File: src/rtl/uart_imem_loader.sv
// Boot loader: frames a host byte stream into 32-bit words, writes them to imem,
// verifies an XOR checksum and gates the CPU run enable on a good frame.
module uart_imem_loader #(
    parameter int unsigned INSTR_MEM_DEPTH = 128,
    parameter int unsigned TIMEOUT_CYCLES  = 1000000,
    parameter bit          AUTO_RUN        = 1'b0,
    localparam int unsigned AW             = $clog2(INSTR_MEM_DEPTH)
) (
    input  logic          i_clk,
    input  logic          i_reset,
    input  logic [7:0]    i_rx_data,
    input  logic          i_rx_valid,
    input  logic          i_tx_ready,
    output logic [7:0]    o_tx_data,
    output logic          o_tx_valid,
    output logic          o_imem_we,
    output logic [AW-1:0] o_imem_addr,
    output logic [31:0]   o_imem_wdata,
    output logic          o_cpu_run,
    output logic          o_busy,
    output logic          o_err
);

    localparam int unsigned CW = $clog2(INSTR_MEM_DEPTH + 1);
    localparam int unsigned TW = $clog2(TIMEOUT_CYCLES + 1);

    localparam logic [7:0] SyncByte = 8'hA5;
    localparam logic [7:0] AckGood  = 8'h5A;
    localparam logic [7:0] AckBad   = 8'hEE;

    typedef enum logic [2:0] {
        StIdle,
        StCount,
        StData,
        StCsum,
        StAck,
        StRun
    } state_e;

    localparam state_e ResetState = AUTO_RUN ? StRun : StIdle;

    state_e          r_state, w_state;
    logic            r_err, w_err;
    logic [7:0]      r_csum, w_csum;
    logic [CW-1:0]   r_widx, w_widx;
    logic [CW-1:0]   r_nwords, w_nwords;
    logic [1:0]      r_bidx, w_bidx;
    logic [23:0]     r_word, w_word;
    logic            r_we, w_we;
    logic [AW-1:0]   r_waddr, w_waddr;
    logic [31:0]     r_wdata, w_wdata;
    logic [7:0]      r_tx_data, w_tx_data;
    logic [TW-1:0]   r_timer, w_timer;

    logic            w_in_frame;
    logic            w_timeout;
    logic            w_count_ok;
    logic [CW-1:0]   w_widx_inc;

    assign w_in_frame = (r_state == StCount) || (r_state == StData) || (r_state == StCsum);
    // A byte arriving on the expiry cycle wins over the abort.
    assign w_timeout  = w_in_frame && !i_rx_valid && (r_timer == TW'(TIMEOUT_CYCLES - 1));
    assign w_count_ok = ({24'd0, i_rx_data} <= 32'(INSTR_MEM_DEPTH));
    assign w_widx_inc = r_widx + CW'(1);

    always_comb begin
        w_state   = r_state;
        w_err     = r_err;
        w_csum    = r_csum;
        w_widx    = r_widx;
        w_nwords  = r_nwords;
        w_bidx    = r_bidx;
        w_word    = r_word;
        w_we      = 1'b0;
        w_waddr   = r_waddr;
        w_wdata   = r_wdata;
        w_tx_data = r_tx_data;
        w_timer   = (i_rx_valid || !w_in_frame) ? '0 : r_timer + TW'(1);

        unique case (r_state)
            StIdle, StRun: begin
                if (i_rx_valid && i_rx_data == SyncByte) begin
                    w_state = StCount;
                    w_err   = 1'b0;
                    w_csum  = 8'h00;
                    w_widx  = '0;
                    w_bidx  = 2'd0;
                end
            end
            StCount: begin
                if (i_rx_valid) begin
                    if (w_count_ok) begin
                        w_state  = StData;
                        w_csum   = i_rx_data;
                        w_nwords = (i_rx_data == 8'h00) ? CW'(INSTR_MEM_DEPTH) : CW'(i_rx_data);
                    end else begin
                        w_state   = StAck;
                        w_tx_data = AckBad;
                        w_err     = 1'b1;
                    end
                end
            end
            StData: begin
                if (i_rx_valid) begin
                    w_csum = r_csum ^ i_rx_data;
                    w_bidx = r_bidx + 2'd1;
                    if (r_bidx == 2'd3) begin
                        w_we    = 1'b1;
                        w_waddr = r_widx[AW-1:0];
                        w_wdata = {i_rx_data, r_word};
                        w_widx  = w_widx_inc;
                        if (w_widx_inc == r_nwords) begin
                            w_state = StCsum;
                        end
                    end else begin
                        w_word[8*r_bidx +: 8] = i_rx_data;
                    end
                end
            end
            StCsum: begin
                if (i_rx_valid) begin
                    w_state = StAck;
                    if (i_rx_data == r_csum) begin
                        w_tx_data = AckGood;
                    end else begin
                        w_tx_data = AckBad;
                        w_err     = 1'b1;
                    end
                end
            end
            StAck: begin
                if (i_tx_ready) begin
                    w_state = (r_tx_data == AckGood) ? StRun : StIdle;
                end
            end
            default: w_state = ResetState;
        endcase

        if (w_timeout) begin
            w_state   = StAck;
            w_tx_data = AckBad;
            w_err     = 1'b1;
        end
    end

    always_ff @(posedge i_clk) begin
        if (i_reset) begin
            r_state   <= ResetState;
            r_err     <= 1'b0;
            r_csum    <= 8'h00;
            r_widx    <= '0;
            r_nwords  <= '0;
            r_bidx    <= 2'd0;
            r_word    <= 24'd0;
            r_we      <= 1'b0;
            r_waddr   <= '0;
            r_wdata   <= 32'd0;
            r_tx_data <= 8'h00;
            r_timer   <= '0;
        end else begin
            r_state   <= w_state;
            r_err     <= w_err;
            r_csum    <= w_csum;
            r_widx    <= w_widx;
            r_nwords  <= w_nwords;
            r_bidx    <= w_bidx;
            r_word    <= w_word;
            r_we      <= w_we;
            r_waddr   <= w_waddr;
            r_wdata   <= w_wdata;
            r_tx_data <= w_tx_data;
            r_timer   <= w_timer;
        end
    end

    assign o_tx_data    = r_tx_data;
    assign o_tx_valid   = (r_state == StAck);
    assign o_imem_we    = r_we;
    assign o_imem_addr  = r_waddr;
    assign o_imem_wdata = r_wdata;
    assign o_cpu_run    = (r_state == StRun);
    assign o_busy       = w_in_frame || (r_state == StAck);
    assign o_err        = r_err;

endmodule
File: config.mk
export PLATFORM = sky130hd
export DESIGN_NAME = uart_imem_loader
export DESIGN_NICKNAME = d
export VERILOG_FILES = /design/src/rtl/uart_imem_loader.sv
export SDC_FILE = /design/constraint.sdc
export NUM_CORES = 1
export LEC_CHECK = 0
export BUFFER_PORTS_ARGS = -buffer_cell sky130_fd_sc_hd__buf_2
export CAP_MARGIN = 5
export CORE_UTILIZATION = 53
export DETAILED_ROUTE_END_ITERATION = 16
export PLACE_DENSITY = 0.88
export SYNTH_ARGS = -nofsm -noshare
export SYNTH_HDL_FRONTEND = slang
export SYNTH_SLANG_ARGS = --single-unit
export TNS_END_PERCENT = 5
File: constraint.sdc
create_clock -name i_clk -period 2 [get_ports i_clk]
set_input_delay 0.4 -clock i_clk [delete_from_list [all_inputs] [get_ports i_clk]]
set_output_delay 0.4 -clock i_clk [all_outputs]
set_load 0.05 [all_outputs]
Yosys cells after proc, flatten, opt, wreduce, memory -nomap -nowiden
Index checks and enable logic that the tools add are counted.
- register bits: 122
- input bits: 12
- logic and storage cells: 123
- add/sub/neg operators: 4
- bitwise operators: 4
- multiplexer cells: 38
- reduce and logical (&&, ||, !) cells: 31
- shift operators: 2
- eq/ne operators: 29
- magnitude comparators: 1
- operators with widths (operator ; count):
    $mux W8 ; 12
    $neg A5 Y34 ; 1
    $shift A8 B34 Y24 const A ; 1
    $shiftx A8 B34 Y24 ; 1
    $pmux W8 S2 ; 2
    $mux W3 ; 10
    $bwmux W24 ; 1
    $pmux W8 S3 ; 1
    $add A20 B1 Y20 const B ; 1
    $eq A20 B20 Y1 const B ; 1
    $ne A3 B3 Y1 const B ; 6
    $eq A8 B8 Y1 ; 2
    $pmux W3 S5 ; 1
    $ne A2 B2 Y1 const B ; 7
    $reduce_and A7 Y1 ; 2
    $reduce_and A3 Y1 ; 4
    $reduce_and A4 Y1 ; 3
    $ne A3 B2 Y1 const B ; 3
    $add A8 B1 Y8 const B ; 1
    $eq A8 B7 Y1 const B ; 1
    $eq A8 B8 Y1 const B ; 1
    $le A8 B8 Y1 const B ; 1
    $logic_not A8 Y1 ; 1
    $xor A8 B8 Y8 ; 1
    22 further kinds ; 44

Longest topological paths before layout
- depth after elaboration: 7
- mapped depth: 9

Worst setup path after synthesis
Ideal clock, no wire load.
- kind: input to register
- start point: input i_rx_data[1]
- end point: register r_waddr[1] (netlist: o_imem_addr[1])
- buffers on the path: 3
- arrival: 2011 ps
- stages on the path: 8
- setup slack: -127 ps
- data required time: 1884 ps
- path through: buf_6 nor4_4 nand3_4 o31a_1 buf_6 buf_8 o311a_1 a31o_1
- RTL lines (what ; RTL line ; text):
    start: declaration ; 11 ; input logic [7:0] i_rx_data,
    end signal: assignment ; 169 ; r_waddr <= w_waddr;
    end: declaration ; 50 ; logic [AW-1:0] r_waddr, w_waddr;

Worst setup path after layout
- start point: register r_state[1]
- end point: output o_busy
- cells in the longest elaborated chain, start to end: 4
- elaborated cells between the ends (all ways): 7
- classes of those cells: eq/ne (4); reduce/logical (3)
- RTL lines (what ; RTL line ; text):
    start: declaration ; 42 ; state_e r_state, w_state;
    start signal: assignment ; 148 ; r_state <= ResetState;
    start signal: assignment ; 161 ; r_state <= w_state;
    $eq A3 B1 Y1 / $eq A3 B2 Y1 (equally long branches) ; 60 ; assign w_in_frame = (r_state == StCount) || (r_state == StData) || (r_state == StCsum);
    $logic_or A1 B1 Y1 (2 in a row) ; 60 ;
    $logic_or A1 B1 Y1 * ; 182 ; assign o_busy = w_in_frame || (r_state == StAck);
    end: declaration ; 20 ; output logic o_busy,
Every way passes the cells marked *; elsewhere a longest branch is shown, timed or not.

==> impl_results.md <==
- Routability cong.: 0.891
- Worst r2r src: r_state[1]
- Initial antenna violation count: 0
- WP data required: 1600 ps
- Final hold viol count: 0
- Critical path peak fanout: 9
- Largest net degree at the start of global routing: 61
- Routed length per instance: 18.4 µm
- Crit end category: primary output
- Die area: 11300 µm²
- Overall Power: 5.79 mW
- CTS Buffer Depth: 2
- Reg2Reg Depth: 6
- Root buf cell: clkbuf_8
- Port-buffer cells: 62
- WL final: 16.2 mm
- Synth-to-layout area growth: 22.1%
- CP Launch Type: flip-flop
- Synth Area in Compound Gates: 0.237
- Mean Syn Cell Area: 8.73 µm²
- Power Density: 822 nW/µm²
- Final ANT Viol Nets: 0
- Syn nets: 679
- Peak VDD IR: 0.000520 V
- Post-synth EDFFs: 0
- FF-to-FF End: r_csum[4]
- Number of global-route vias before repair: 5299
- CTS tree: built
- Worst setup path class: reg -> out
- Mapped cell area: 5760 µm²
- Placed instance area: 6330 µm²
- H-tree levels: 4
- Crit path capture: o_busy
- Initial core utilization: 0.553
- Period utilization: 0.973
- Post-synthesis simple-gate area fraction: 0.199
- Sink Count: 117
- Setup_tns: 0 ps
- Flop2flop setup slack: 80 ps
- Vias/cell: 6.34
- Post-Synth XOR/XNOR Area: 0.0532
- Pre-antenna DRT Iters: 5
- Fmax: 514 MHz
- Main combinational cell family by area after synthesis: compound AO/OA/AOI/OAI gates
- Row count: 37
- Diodes inserted: 0
- Skew-Pair Late Insertion Delay: 540 ps
- Top_reg_cell synth: dfxtp_1
- Die width: 106 µm
- Max cap viols: 0
- Status: completed
- Post-synth ARST share: 0
- Data arrival, critical path: 1550 ps
- Syn. warnings: 0
- First-pass GRT wire length: 25.7 mm
- GRT Overall Usage: 0.290
- Num CTS Buffers: 17
- Leak: 2.70 nW
- Seq cells post-synth: 117
- Setup violators final: 0
- Die Height: 106 µm
- Final clock skew: 8.39 ps
- Post-synth cell types: 61
- Adder-cell share of the synthesized area: 0.0152
- Share of cells above drive strength 1: 0.255
- DP HPWL: 10.2 mm
- Clk slew on worst S/H paths: 60 ps
- Fraction of synthesized area in multiplexers: 0.0122
- Core region area: 10400 µm²
- Sequential area share after synthesis: 0.407
- Final Max Tran Viols: 0
- Gr ovfl total: 0
- Crit path time final: 1950 ps
- RSZ-0062 raised after global routing: no
- # DRC: 0
- Final net count: 752
- Hold Path Class: in -> reg
- Cells after synthesis: 660
- Via count: 5589
- Final instance area: 7040 µm²
- CTS Hold Bufs: 0
- Initial DRC Count: 416
- I/O Pins: 64
- Worst Setup SP: r_state[1]
-- cell usage in the layout (no fill, tap or decap), types with 7 or more instances in the layout --
master	n
dfxtp_1	114
nand2_1	74
buf_2	59
buf_4	58
a21oi_1	53
nor2_1	42
nand3_1	42
a31o_1	31
o311a_1	30
o21ai_0	25
xnor2_1	21
clkbuf_16	16
nor3_1	14
xor2_1	13
mux2i_1	7
ha_1	7
-- registers in the layout (all words and copies together), names as in the netlist --
signal / count
o_err: 1
o_imem_addr: 7
o_imem_wdata: 32
o_imem_we: 1
o_tx_data: 3
r_bidx: 2
r_csum: 8
r_nwords: 8
r_state: 3
r_timer: 20
r_widx: 8
r_word: 24
-- power breakdown --
group          internal, mW  switching (mW)
Combinational        0.0919           0.191
Sequential             2.34         0.00731
Clock                  2.10            1.06
-- critical path, stage by stage, from the launching register on --
cell and delay [ps]:
dfxtp_1 330, buf_4 180, nor2_4 160, xnor2_2 120, buf_4 210
-- metrics by stage --
stage                     setup WS (ps)  cells   util  hold WS, ps
final                              54.9    881  0.676          220
after floorplan                    -124    660      -          430
after global placement             -141    849  0.608          441
after detailed placement           -212    849  0.608          453
after CTS                         -11.2    880  0.668          202
after global routing               14.0    881  0.676          208
-- per-layer routing --
layer,global-route usage,part of all wire
met5,0,0
met4,0.148,0.038
met3,0.0809,0.073
met2,0.462,0.47
met1,0.356,0.41
-- cell families (layout without fill, tap and decap cells) --
logic type / count (synthesis) / count (layout)
muxes: 7 / 7
xor gates and xnor gates: 35 / 35
DFF: 117 / 117
adders and majority gates: 7 / 7
other: 1 / 1
and+or+nand+nor: 230 / 230
AOI/OAI and AO/OA: 187 / 187
buffers and inverters: 76 / 161
-- synth_stat cells (5+ instances only) --
cell type  count  share of area
dfxtp_1      117           0.41
mux2i_1        7          0.012
a21oi_1       53          0.046
nand2_1       74          0.048
nor3_1        15          0.013
o21ai_0       25          0.022
buf_6         11          0.021
a31o_2         5         0.0076
nand3_1       42          0.036
nor3b_1        6         0.0078
o311a_1       30          0.052
nand4_1        5         0.0054
a31o_1        31          0.047
xnor2_1       22          0.033
buf_2         14          0.012
o22ai_1        5         0.0054
clkbuf_1      35          0.023
o32ai_1        8          0.012
o311a_2        5         0.0098
ha_1           7          0.015
nor2_1        46          0.030
xor2_1        13          0.020
buf_4          5         0.0065
inv_1          7         0.0046
and3_1         5         0.0054
-- timing repair --
item,4_1_cts,5_1_grt
pin swaps,0,1
setup endpoints to repair,6,10
buffers inserted,0,1
gates resized for setup,6,17
-- final cells by class --
cell class	instances	area, µm²
multi-input cells	467	3050
flip-flops and latches	117	2350
well taps	136	170
clock inverters	10	153
fillers	762	3380
repair buffers	123	833
clock buffers	21	459
inverters	7	26.3
-- worst min-delay path by stage --
stage	startpoint	to	slack [ps]	depth (start not counted)
final	i_reset	r_widx[6]	220	2
after global routing	i_rx_valid	r_nwords[7]	210	3
after CTS	i_reset	r_widx[6]	200	2
after detailed placement	r_word[21]	r_word[21]	450	2
after global placement	r_timer[0]	r_timer[0]	440	1
after floorplan	r_timer[0]	r_timer[0]	430	1
(Power assumes the default switching activity.)
